==> config.mk <==
export PLATFORM = sky130hd
export DESIGN_NAME = pipe_stage_skid
export DESIGN_NICKNAME = d
export VERILOG_FILES = /design/src/rtl/pipe_stage_skid.sv
export SDC_FILE = /design/constraint.sdc
export NUM_CORES = 1
export LEC_CHECK = 0
export CAP_MARGIN = 20
export CORE_UTILIZATION = 50
export DETAILED_ROUTE_END_ITERATION = 8
export PLACE_DENSITY = 0.81
export SETUP_SLACK_MARGIN = 0.4
export SLEW_MARGIN = 5
export SYNTH_ARGS = -nofsm -noshare
export SYNTH_HDL_FRONTEND = slang
export SYNTH_SLANG_ARGS = --single-unit
==> constraint.sdc <==
create_clock -name clk -period 1.8 [get_ports clk]
set_input_delay 0.36 -clock clk [delete_from_list [all_inputs] [get_ports clk]]
set_output_delay 0.36 -clock clk [all_outputs]
set_load 0.01 [all_outputs]
==> src/rtl/pipe_stage_skid.sv <==
// pipe_stage_skid: elastic pipeline register with a 2-entry skid buffer and a flush bubble
// Ports:
//   clk, rst_n (async, active-low), flush (sync squash)
//   in_valid/in_ready/in_data    upstream handshake; in_ready is a flop output
//   out_valid/out_ready/out_data downstream handshake; out_data is the bubble when idle
//   stall_cnt, flush_cnt         saturating counters, present only when PIPE_PERF_EN is defined
// Optional feature macro: PIPE_PERF_EN
module pipe_stage_skid #(
  parameter int          DATA_WIDTH = 32,
  parameter int          NUM_FIELDS = 3,
  parameter logic [31:0] NOP_INSTR  = 32'h00000013,
  parameter int          CNT_WIDTH  = 16
) (
  input  logic                             clk,
  input  logic                             rst_n,
  input  logic                             flush,
  input  logic                             in_valid,
  output logic                             in_ready,
  input  logic [NUM_FIELDS*DATA_WIDTH-1:0] in_data,
  output logic                             out_valid,
  input  logic                             out_ready,
  output logic [NUM_FIELDS*DATA_WIDTH-1:0] out_data,
  output logic [CNT_WIDTH-1:0]             stall_cnt,
  output logic [CNT_WIDTH-1:0]             flush_cnt
);
  localparam int W = NUM_FIELDS * DATA_WIDTH;
  localparam logic [DATA_WIDTH-1:0] NOP = DATA_WIDTH'(NOP_INSTR);
  localparam logic [W-1:0] BUBBLE = W'(NOP);
  logic         skid_valid;
  logic [W-1:0] skid_data;
  logic         acc, dep;
  assign in_ready = !skid_valid;
  assign acc = in_valid && in_ready;
  assign dep = out_valid && out_ready;
  always_ff @(posedge clk or negedge rst_n) begin
    if (!rst_n) begin
      out_valid  <= 1'b0;
      skid_valid <= 1'b0;
      out_data   <= BUBBLE;
      skid_data  <= '0;
    end else if (flush) begin
      out_valid  <= 1'b0;
      skid_valid <= 1'b0;
      out_data   <= BUBBLE;
      skid_data  <= '0;
    end else if (skid_valid) begin
      if (out_ready) begin
        out_data   <= skid_data;
        skid_valid <= 1'b0;
        skid_data  <= '0;
      end
    end else if (out_valid) begin
      if (acc && dep) out_data <= in_data;
      else if (acc) begin
        skid_valid <= 1'b1;
        skid_data  <= in_data;
      end else if (dep) begin
        out_valid <= 1'b0;
        out_data  <= BUBBLE;
      end
    end else if (acc) begin
      out_valid <= 1'b1;
      out_data  <= in_data;
    end
  end
`ifdef PIPE_PERF_EN
  always_ff @(posedge clk or negedge rst_n) begin
    if (!rst_n) begin
      stall_cnt <= '0;
      flush_cnt <= '0;
    end else begin
      if (out_valid && !out_ready && !(&stall_cnt)) stall_cnt <= stall_cnt + 1'b1;
      if (flush && (out_valid || skid_valid) && !(&flush_cnt)) flush_cnt <= flush_cnt + 1'b1;
    end
  end
`else
  assign stall_cnt = '0;
  assign flush_cnt = '0;
`endif
endmodule

## Word-level counts from Yosys, hierarchy flattened

Index checks and enable logic that the tools add are counted.

| word-level totals | value |
|---|---|
| register bits after elaboration | 194 |
| bits of input ports | 101 |
| output and inout bits | 130 |
| word-level logic and storage cells | 43 |

| operators by class | value |
|---|---|
| equality and inequality tests | 4 |
| mux-type cells | 25 |
| reductions and logical operators | 10 |

Operators with widths:

| cell | count |
|---|---|
| two-way mux 96 bit | 13 |
| two-way mux 1 bit | 12 |
| AND reduction 4 bit | 2 |
| inequality test 3 bit, second input constant | 2 |
| nonzero test 3 bit | 2 |
| inequality test 5 x 4 -> 1 bit, second input constant | 1 |
| nonzero test 5 bit | 1 |
| nonzero test 4 bit | 1 |
| logical AND 1 bit | 3 |
| inequality test 2 bit, second input constant | 1 |
| zero test 1 bit | 1 |

## Depth between registers and ports, before layout

Gate-level depths: netlist of the first run.

| logic depth | value |
|---|---|
| depth in word-level cells | 7 |
| gate-level depth with buffers | 7 |
| gate-level depth less buffers | 3 |

## Least setup slack after synthesis of the first run

Ideal clock, no wire load.

| path | value |
|---|---|
| path kind | flip-flop to flip-flop |
| start | reg out_valid |
| end | reg out_data[55] |
| library setup time | 125 ps |
| arrival time | 1433 ps |
| required time | 1675 ps |
| path slack | 242 ps |
| stages on the path, launching flop included | 6 |
| path buffers | 2 |
| period minus slack after synthesis | 1558 ps |
| path through | dfrtp_1 a21bo_2 buf_6 buf_6 a32o_1 mux2_2 |

| between the ends | value |
|---|---|
| word-level cells in the longest chain between the ends | 6 |
| elaborated cells between the ends (all ways) | 10 |
| those cells by class | eq/ne (1); mux (4); reduce/logical (5) |

Ends and longest elaborated chain:

| item | line | source |
|---|---|---|
| start: declaration | 20 | `output logic out_valid,` |
| start signal: assignment | 37 | `out_valid <= 1'b0;` |
| start signal: assignment | 42 | `out_valid <= 1'b0;` |
| start signal: assignment | 58 | `out_valid <= 1'b0;` |
| logical AND 1 bit | 34 | `assign dep = out_valid && out_ready;` |
| logical AND 1 bit | 53 | `if (acc && dep) out_data <= in_data;` |
| two-way mux 96 bit | 53 |  |
| two-way mux 96 bit | 52 | `end else if (out_valid) begin` |
| two-way mux 96 bit | 46 | `end else if (skid_valid) begin` |
| two-way mux 96 bit | 41 | `end else if (flush) begin` |
| end signal: assignment | 48 | `out_data <= skid_data;` |
| end signal: assignment | 53 |  |
| end signal: assignment | 63 | `out_data <= in_data;` |
| end: declaration | 22 | `output logic [NUM_FIELDS*DATA_WIDTH-1:0] out_data,` |

Several ways; a longest one is shown, not always the timed one.
A chain may end at the register's enable or synchronous reset.

## Worst setup path after layout of the first run

| path | value |
|---|---|
| start | reg skid_valid |
| end | reg out_data[61] |

| between the ends | value |
|---|---|
| word-level cells in the longest chain between the ends | 7 |
| elaborated cells between the ends (all ways) | 12 |
| those cells by class | eq/ne (2); mux (4); reduce/logical (6) |

Ends and longest elaborated chain:

| item | line | source |
|---|---|---|
| start: declaration | 29 | `logic skid_valid;` |
| start signal: assignment | 38 | `skid_valid <= 1'b0;` |
| start signal: assignment | 43 | `skid_valid <= 1'b0;` |
| start signal: assignment | 49 | `skid_valid <= 1'b0;` |
| zero test 1 bit | 32 | `assign in_ready = !skid_valid;` |
| logical AND 1 bit | 33 | `assign acc = in_valid && in_ready;` |
| logical AND 1 bit | 53 |  |
| two-way mux 96 bit | 53 |  |
| two-way mux 96 bit | 52 |  |
| two-way mux 96 bit | 46 |  |
| two-way mux 96 bit | 41 |  |

Several ways; a longest one is shown, not always the timed one.

==> flow_summary.json, run 1 <==
{
  "synthCells": 844,
  "violations": "DRC, setup timing",
  "max_stage_delay_ns": 0.41,
  "die_w_um": 138.6,
  "port_buffers": 198,
  "synthDistinctLibCells": 31,
  "syn_avg_cell_area_um2": 11.05,
  "grt_first_pass_wirelength_um": 41750,
  "antenna_found_initial": 1,
  "cts-root-buf": "clkbuf_16",
  "setup.worst_path.class": "register to register",
  "grt_max_degree": 53,
  "r2r-start": "skid_valid",
  "die_h_um": 138.6,
  "initialDrtViolationCount": 652,
  "initial_core_util": 0.5141,
  "drive_gt1_frac": 0.2154,
  "cp.required_ns": 2.11,
  "final_max_slew_viol_count": 0,
  "power.density_nw_per_um2": 835.2,
  "end_kind": "register",
  "grt-ovfl-total": 0,
  "cp_max_fo": 6,
  "clock_sinks": 194,
  "fin_ws_ns": -0.05275,
  "drc": 23,
  "cts_inserted_buffers": 17,
  "wire_per_inst_um": 21.86,
  "grt_pass1_vias": 7504,
  "skew_ns": 0.01489,
  "clk_latency_ns": 0.44,
  "syn_area_um2": 9329,
  "setup_viol": 45,
  "cpMostUsedCell": "buf_6",
  "cp.arrival_ns": 2.17,
  "cts_tree": "built",
  "dp.cells": 1249,
  "p_leak_nw": 7.521,
  "synth_seq_cells": 194,
  "place_area_um2": 11700,
  "fin_cells": 1344,
  "vdd_ir_drop_max_mv": 0.7312,
  "rows": 49,
  "critical_path.startpoint_type": "register",
  "fill_cells": 1132,
  "path_cells": "buf_6, o21a_4, nor3_4, buf_6, buf_6, buf_16, mux2_4",
  "coreArea_um2": 18150,
  "hold_violations": 0,
  "dpl.hpwl_um": 15000,
  "crit_start": "skid_valid",
  "syn_to_final_growth_pct": 46.49,
  "critical-path-slowest-cell": "dfrtp_2",
  "ioPinCount": 231,
  "vias": 7813,
  "relSlewSlack": 0.5519,
  "final_cell_area_um2": 13670,
  "fmax_mhz": 539.7,
  "grt_use_total": 0.2812,
  "rsz0062_at_grt": "yes",
  "outcome": "complete, but fails checks",
  "die_area_um2": 19210,
  "yosysWarnings": 0,
  "dr.pass1.iters": 9,
  "cap_viol_max_count": 0,
  "clk_pin_slew_ns": 0.07,
  "tightest_slew_ns": 0.6708,
  "h-tree-depth": 4,
  "vias_per_cell": 5.813,
  "yosysSeqAreaShare": 0.5208,
  "hold_class": "primary input to asynchronous set/reset pin",
  "nets": 1202,
  "ant_nets": 0,
  "finalCriticalPeriod_ns": 1.853,
  "drt-total-wl_um": 29380,
  "place_congestion": 0.7979,
  "cts.path.max_buffers": 2,
  "timing.final.crit_share": 1.029
}
-- sequential cells by signal, indices dropped and copies added (netlist names) --
signal      flops
out_valid       1
out_data       96
skid_valid      1
skid_data      96
-- logic make-up after synthesis --
family / count (synthesis) / share of synthesized area
buffers and inverters: 198 / 0.1050
flip-flops: 194 / 0.5208
AO/OA/AOI/OAI: 155 / 0.1365
AND/OR/NAND/NOR: 154 / 0.07873
multiplexers: 142 / 0.1585
other: 1 / 0.0004020
-- metrics by stage --
stage	total power [mW]	hold slack (ns)	utilization	setup slack [ns]	TNS, ns
2_1_floorplan	6.059	0.06441	-	0.2950	0
5_1_grt	11.83	0.4650	0.7530	-0.1403	-4.949
4_1_cts	11.16	0.4661	0.7074	0.01225	0
3_5_place_dp	7.075	0.3532	0.6449	-0.4103	-56.86
3_3_place_gp	7.016	0.3491	0.6449	-0.3478	-49.90
6_report	11.41	0.4387	0.7530	-0.05275	-1.202
-- synth_stat cells --
library cell,n,area [µm²]
a211oi_1,1,7.510
a21bo_2,1,10.01
a21boi_0,1,7.510
a21oi_1,2,10.01
a31oi_1,50,312.8
a32o_1,43,430.4
and2_1,50,312.8
buf_2,15,75.07
buf_4,40,300.3
buf_6,9,101.4
clkbuf_1,36,135.1
conb_1,1,3.750
dfrtp_1,191,4780
dfstp_2,3,78.83
inv_1,97,364.1
inv_2,1,3.750
mux2_2,46,518.0
mux2i_1,96,960.9
nand2_1,98,367.9
nand2b_1,1,6.260
nor2_2,1,6.260
nor2b_1,1,6.260
nor3_4,1,16.27
nor3b_2,1,12.51
o21a_1,1,7.510
o21ai_0,1,5.000
o21bai_1,1,7.510
o2bb2ai_1,50,437.9
o31ai_1,1,7.510
o32a_1,3,30.03
or2_2,1,6.260
-- worst max-delay path, delay by kind of cell, from the launching register on --
kind | cells | cell delay (ns)
buffers and inverters | 4 | 0.54
flip-flops | 1 | 0.41
multiplexers | 1 | 0.30
AND/OR/NAND/NOR | 1 | 0.26
AO/OA/AOI/OAI | 1 | 0.20
-- layer usage --
layer / global-route usage / part of all wire
met3: 0.06181 / 0.077
met1: 0.3617 / 0.39
met5: 0 / 0
met2: 0.4729 / 0.50
met4: 0.09225 / 0.034
-- layout make-up --
class                   count  area, µm²  area share
inverters                  98      370.4     0.02710
flip-flops and latches    194       4861      0.3557
well taps                 229      286.5     0.02097
repair buffers            303       3616      0.2646
multi-input cells         487       3936      0.2880
diodes                      1      2.502   0.0001831
clock inverters            13      160.2     0.01172
clock buffers              19      432.9     0.03168
-- placed cells by master, fill, tap and decap left out, drive strengths merged, types with 2 or more instances in the layout --
cell,count
a32o,43
o32a,3
mux2i,96
mux2,46
a21bo,4
clkinv,6
clkbuf,34
dfstp,3
dlymetal6s2s,71
bufinv,3
and2,50
inv,100
nand2,98
nor2b,2
conb,32
clkdlybuf4s50,96
a31oi,50
o2bb2ai,50
a21oi,2
dlygate4sd2,3
buf,116
clkinvlp,2
dfrtp,191
-- power by group --
group / internal (mW) / switching (mW) / total (mW)
Sequential: 4.77 / 0.256 / 5.02
Clock: 2.19 / 1.72 / 3.91
Combinational: 1.33 / 1.15 / 2.48
-- repair_timing --
action / CTS / global route
hold buffers: 1 / 0
setup endpoints to repair: 292 / 273
gates cloned: 14 / 14
gates resized for setup: 137 / 147
buffers inserted: 18 / 15
pin swaps: 5 / 3
endpoints found under the hold margin: 39 / 0
-- worst paths after layout --
path	to	slack (ns)	depth (start not counted)
worst max-delay path	out_data[61]	-0.05	7
worst min-delay path	skid_data[16]	0.44	2
worst max register to register	out_data[61]	-0.05	7
worst min register to register	out_data[8]	0.49	1
max in group asynchronous	out_data[0]	0.68	3
min in group clk	out_data[8]	0.49	1
No activity file was read; power rests on OpenSTA's default activity.
==> run 2: changes to the inputs <==
Settings changed: GPL_TIMING_DRIVEN from default to 0.
==> run 2 against run 1 <==
The run ends with DRC, hold timing left. Register-to-register slack better by 0.13 ns. Critical path depth is 2 lower. Combinational power is 13% lower. Core utilization is 4.0 points lower. First-iteration DRC count is 36% lower. Routed wire length is 19% lower. Sequential share of layout area is 2.0 points higher. Critical endpoint is now in_ready. Highest routed layer unchanged.
==> flow_summary.json, run 2 (synthesized netlist as in run 1, its figures left out) <==
{
  "rows": 49,
  "power.density_nw_per_um2": 875.3,
  "place_congestion": 0.8089,
  "cap_viol_max_count": 0,
  "coreArea_um2": 18150,
  "die_h_um": 138.6,
  "grt_pass1_vias": 7266,
  "dp.cells": 1302,
  "wire_per_inst_um": 17.67,
  "hold_violations": 30,
  "die_area_um2": 19210,
  "final_common_cell": "dfrtp_1",
  "grt_first_pass_wirelength_um": 38110,
  "reg.largest.list": "out_data (96), skid_data (96)",
  "drt-total-wl_um": 23890,
  "fin_cells": 1352,
  "vdd_ir_drop_max_mv": 0.7314,
  "cp.required_ns": 1.44,
  "port_buffers": 197,
  "setup_viol": 0,
  "timing.final.crit_share": 0.9606,
  "hold_slack_ns": -0.01401,
  "cts_inserted_buffers": 17,
  "pre_cts_slack_ns": -0.6725,
  "hold_class": "primary input to asynchronous set/reset pin",
  "dr.pass1.iters": 9,
  "place_area_um2": 11760,
  "layout_common_cells": "dfrtp_1, clkdlybuf4s50_1, nand2_1",
  "critical_path.startpoint_type": "register",
  "max_stage_delay_ns": 0.42,
  "cp.arrival_ns": 1.37,
  "finalCriticalPeriod_ns": 1.729,
  "critical-path-slowest-cell": "dfrtp_2",
  "setup.worst_path.class": "register to output port",
  "fill_cells": 1293,
  "clk_pin_slew_ns": 0.07,
  "dpl.hpwl_um": 15950,
  "fmax_mhz": 578.3,
  "cts_tree": "built",
  "initialDrtViolationCount": 418,
  "outcome": "complete, but fails checks",
  "drc": 22,
  "setup_tns_ns": 0,
  "h-tree-depth": 4,
  "skew_ns": 0.009907,
  "drive_gt1_frac": 0.1889,
  "nets": 1210,
  "grt_use_total": 0.2505,
  "p_leak_nw": 6.219,
  "ant_nets": 0,
  "end_kind": "output port",
  "rsz0062_at_grt": "yes",
  "initial_core_util": 0.5141,
  "tightest_slew_ns": 0.8250,
  "cp_max_fo": 6,
  "path_cells": "buf_6, buf_12, inv_8, clkbuf_16, buf_6",
  "die_w_um": 138.6,
  "final_cell_area_um2": 12940,
  "antenna_found_initial": 1,
  "ioPinCount": 231,
  "vias": 7181,
  "grt_max_degree": 110,
  "relSlewSlack": 0.4500,
  "cts-root-buf": "clkbuf_16",
  "clock_sinks": 194,
  "final_max_slew_viol_count": 0,
  "fin_ws_ns": 0.07093,
  "finalPower_mw": 11.33,
  "violations": "DRC, hold timing",
  "cpMostUsedCell": "buf_6",
  "syn_to_final_growth_pct": 38.71,
  "cts.path.max_buffers": 2,
  "ctsHoldBuffers": 0,
  "grt-ovfl-total": 0,
  "vias_per_cell": 5.311,
  "clk_latency_ns": 0.43
}
==> run 2: cell types whose count changed in the layout (fill, tap and decap cells not counted), sizes merged, moves of 3 or more <==
cell | previous run | this run
clkbuf | 34 | 53
inv | 100 | 103
buf | 116 | 92
clkdlybuf4s50 | 96 | 177
clkinv | 6 | 2
dlymetal6s2s | 71 | 9
a21bo | 4 | 1
==> run 2: final cells by class <==
cell class	instances	area, µm²	share of cell area
sequential	194	4861	0.3757
multi-input combinational	483	3660	0.2828
timing repair buffer	215	2195	0.1696
buffer	100	912.1	0.07049
clock buffer	20	456.7	0.03529
inverter	98	375.4	0.02901
tap	229	286.5	0.02214
clock inverter	12	191.4	0.01479
antenna	1	2.502	0.0001934
==> run 2: what timing repair did <==
action,CTS,global route
endpoints found under the setup margin,292,291
cloned,1,1
pin swaps,2,1
gates resized for setup,53,113
setup buffers,4,11
endpoints found under the hold margin,0,0
==> run 2: critical path: cells and delay by family, from the launching register on <==
kind     cells  cell delay (ns)
flops        1             0.42
buf+inv      5             0.50
==> run 2: path summary, 6_finish.rpt <==
| kind | slack [ns] | depth (start not counted) | startpoint | end |
|---|---|---|---|---|
| hold reg to reg | 0.49 | 1 | out_data[32] | out_data[32] |
| max in group asynchronous | 0.91 | 2 | rst_n | out_data[1] |
| hold / removal | -0.01 | 1 | rst_n | skid_data[23] |
| setup / recovery | 0.07 | 5 | skid_valid | in_ready |
| setup reg to reg | 0.08 | 6 | skid_valid | out_data[74] |
| min in group clk | 0.20 | 2 | flush | out_valid |
==> run 2: power breakdown <==
| group | internal [mW] | total [mW] | switching (mW) |
|---|---|---|---|
| Sequential | 4.76 | 4.99 | 0.222 |
| Clock | 2.44 | 4.18 | 1.74 |
| Combinational | 1.17 | 2.16 | 0.996 |
==> run 2: layer usage <==
layer  GRT usage  routed length (µm)
met1      0.3257               10090
met3     0.06146                1753
met2      0.4189               11710
met5           0                   0
met4     0.06742                 332
==> run 2: through the flow <==
| stage | hold slack (ns) | util |
|---|---|---|
| 2_1_floorplan | 0.06441 | - |
| 3_3_place_gp | 0.4731 | 0.6464 |
| 3_5_place_dp | 0.4750 | 0.6482 |
| 4_1_cts | 0.02228 | 0.6943 |
| 5_1_grt | 0.05074 | 0.7130 |
| 6_report | -0.01401 | 0.7130 |
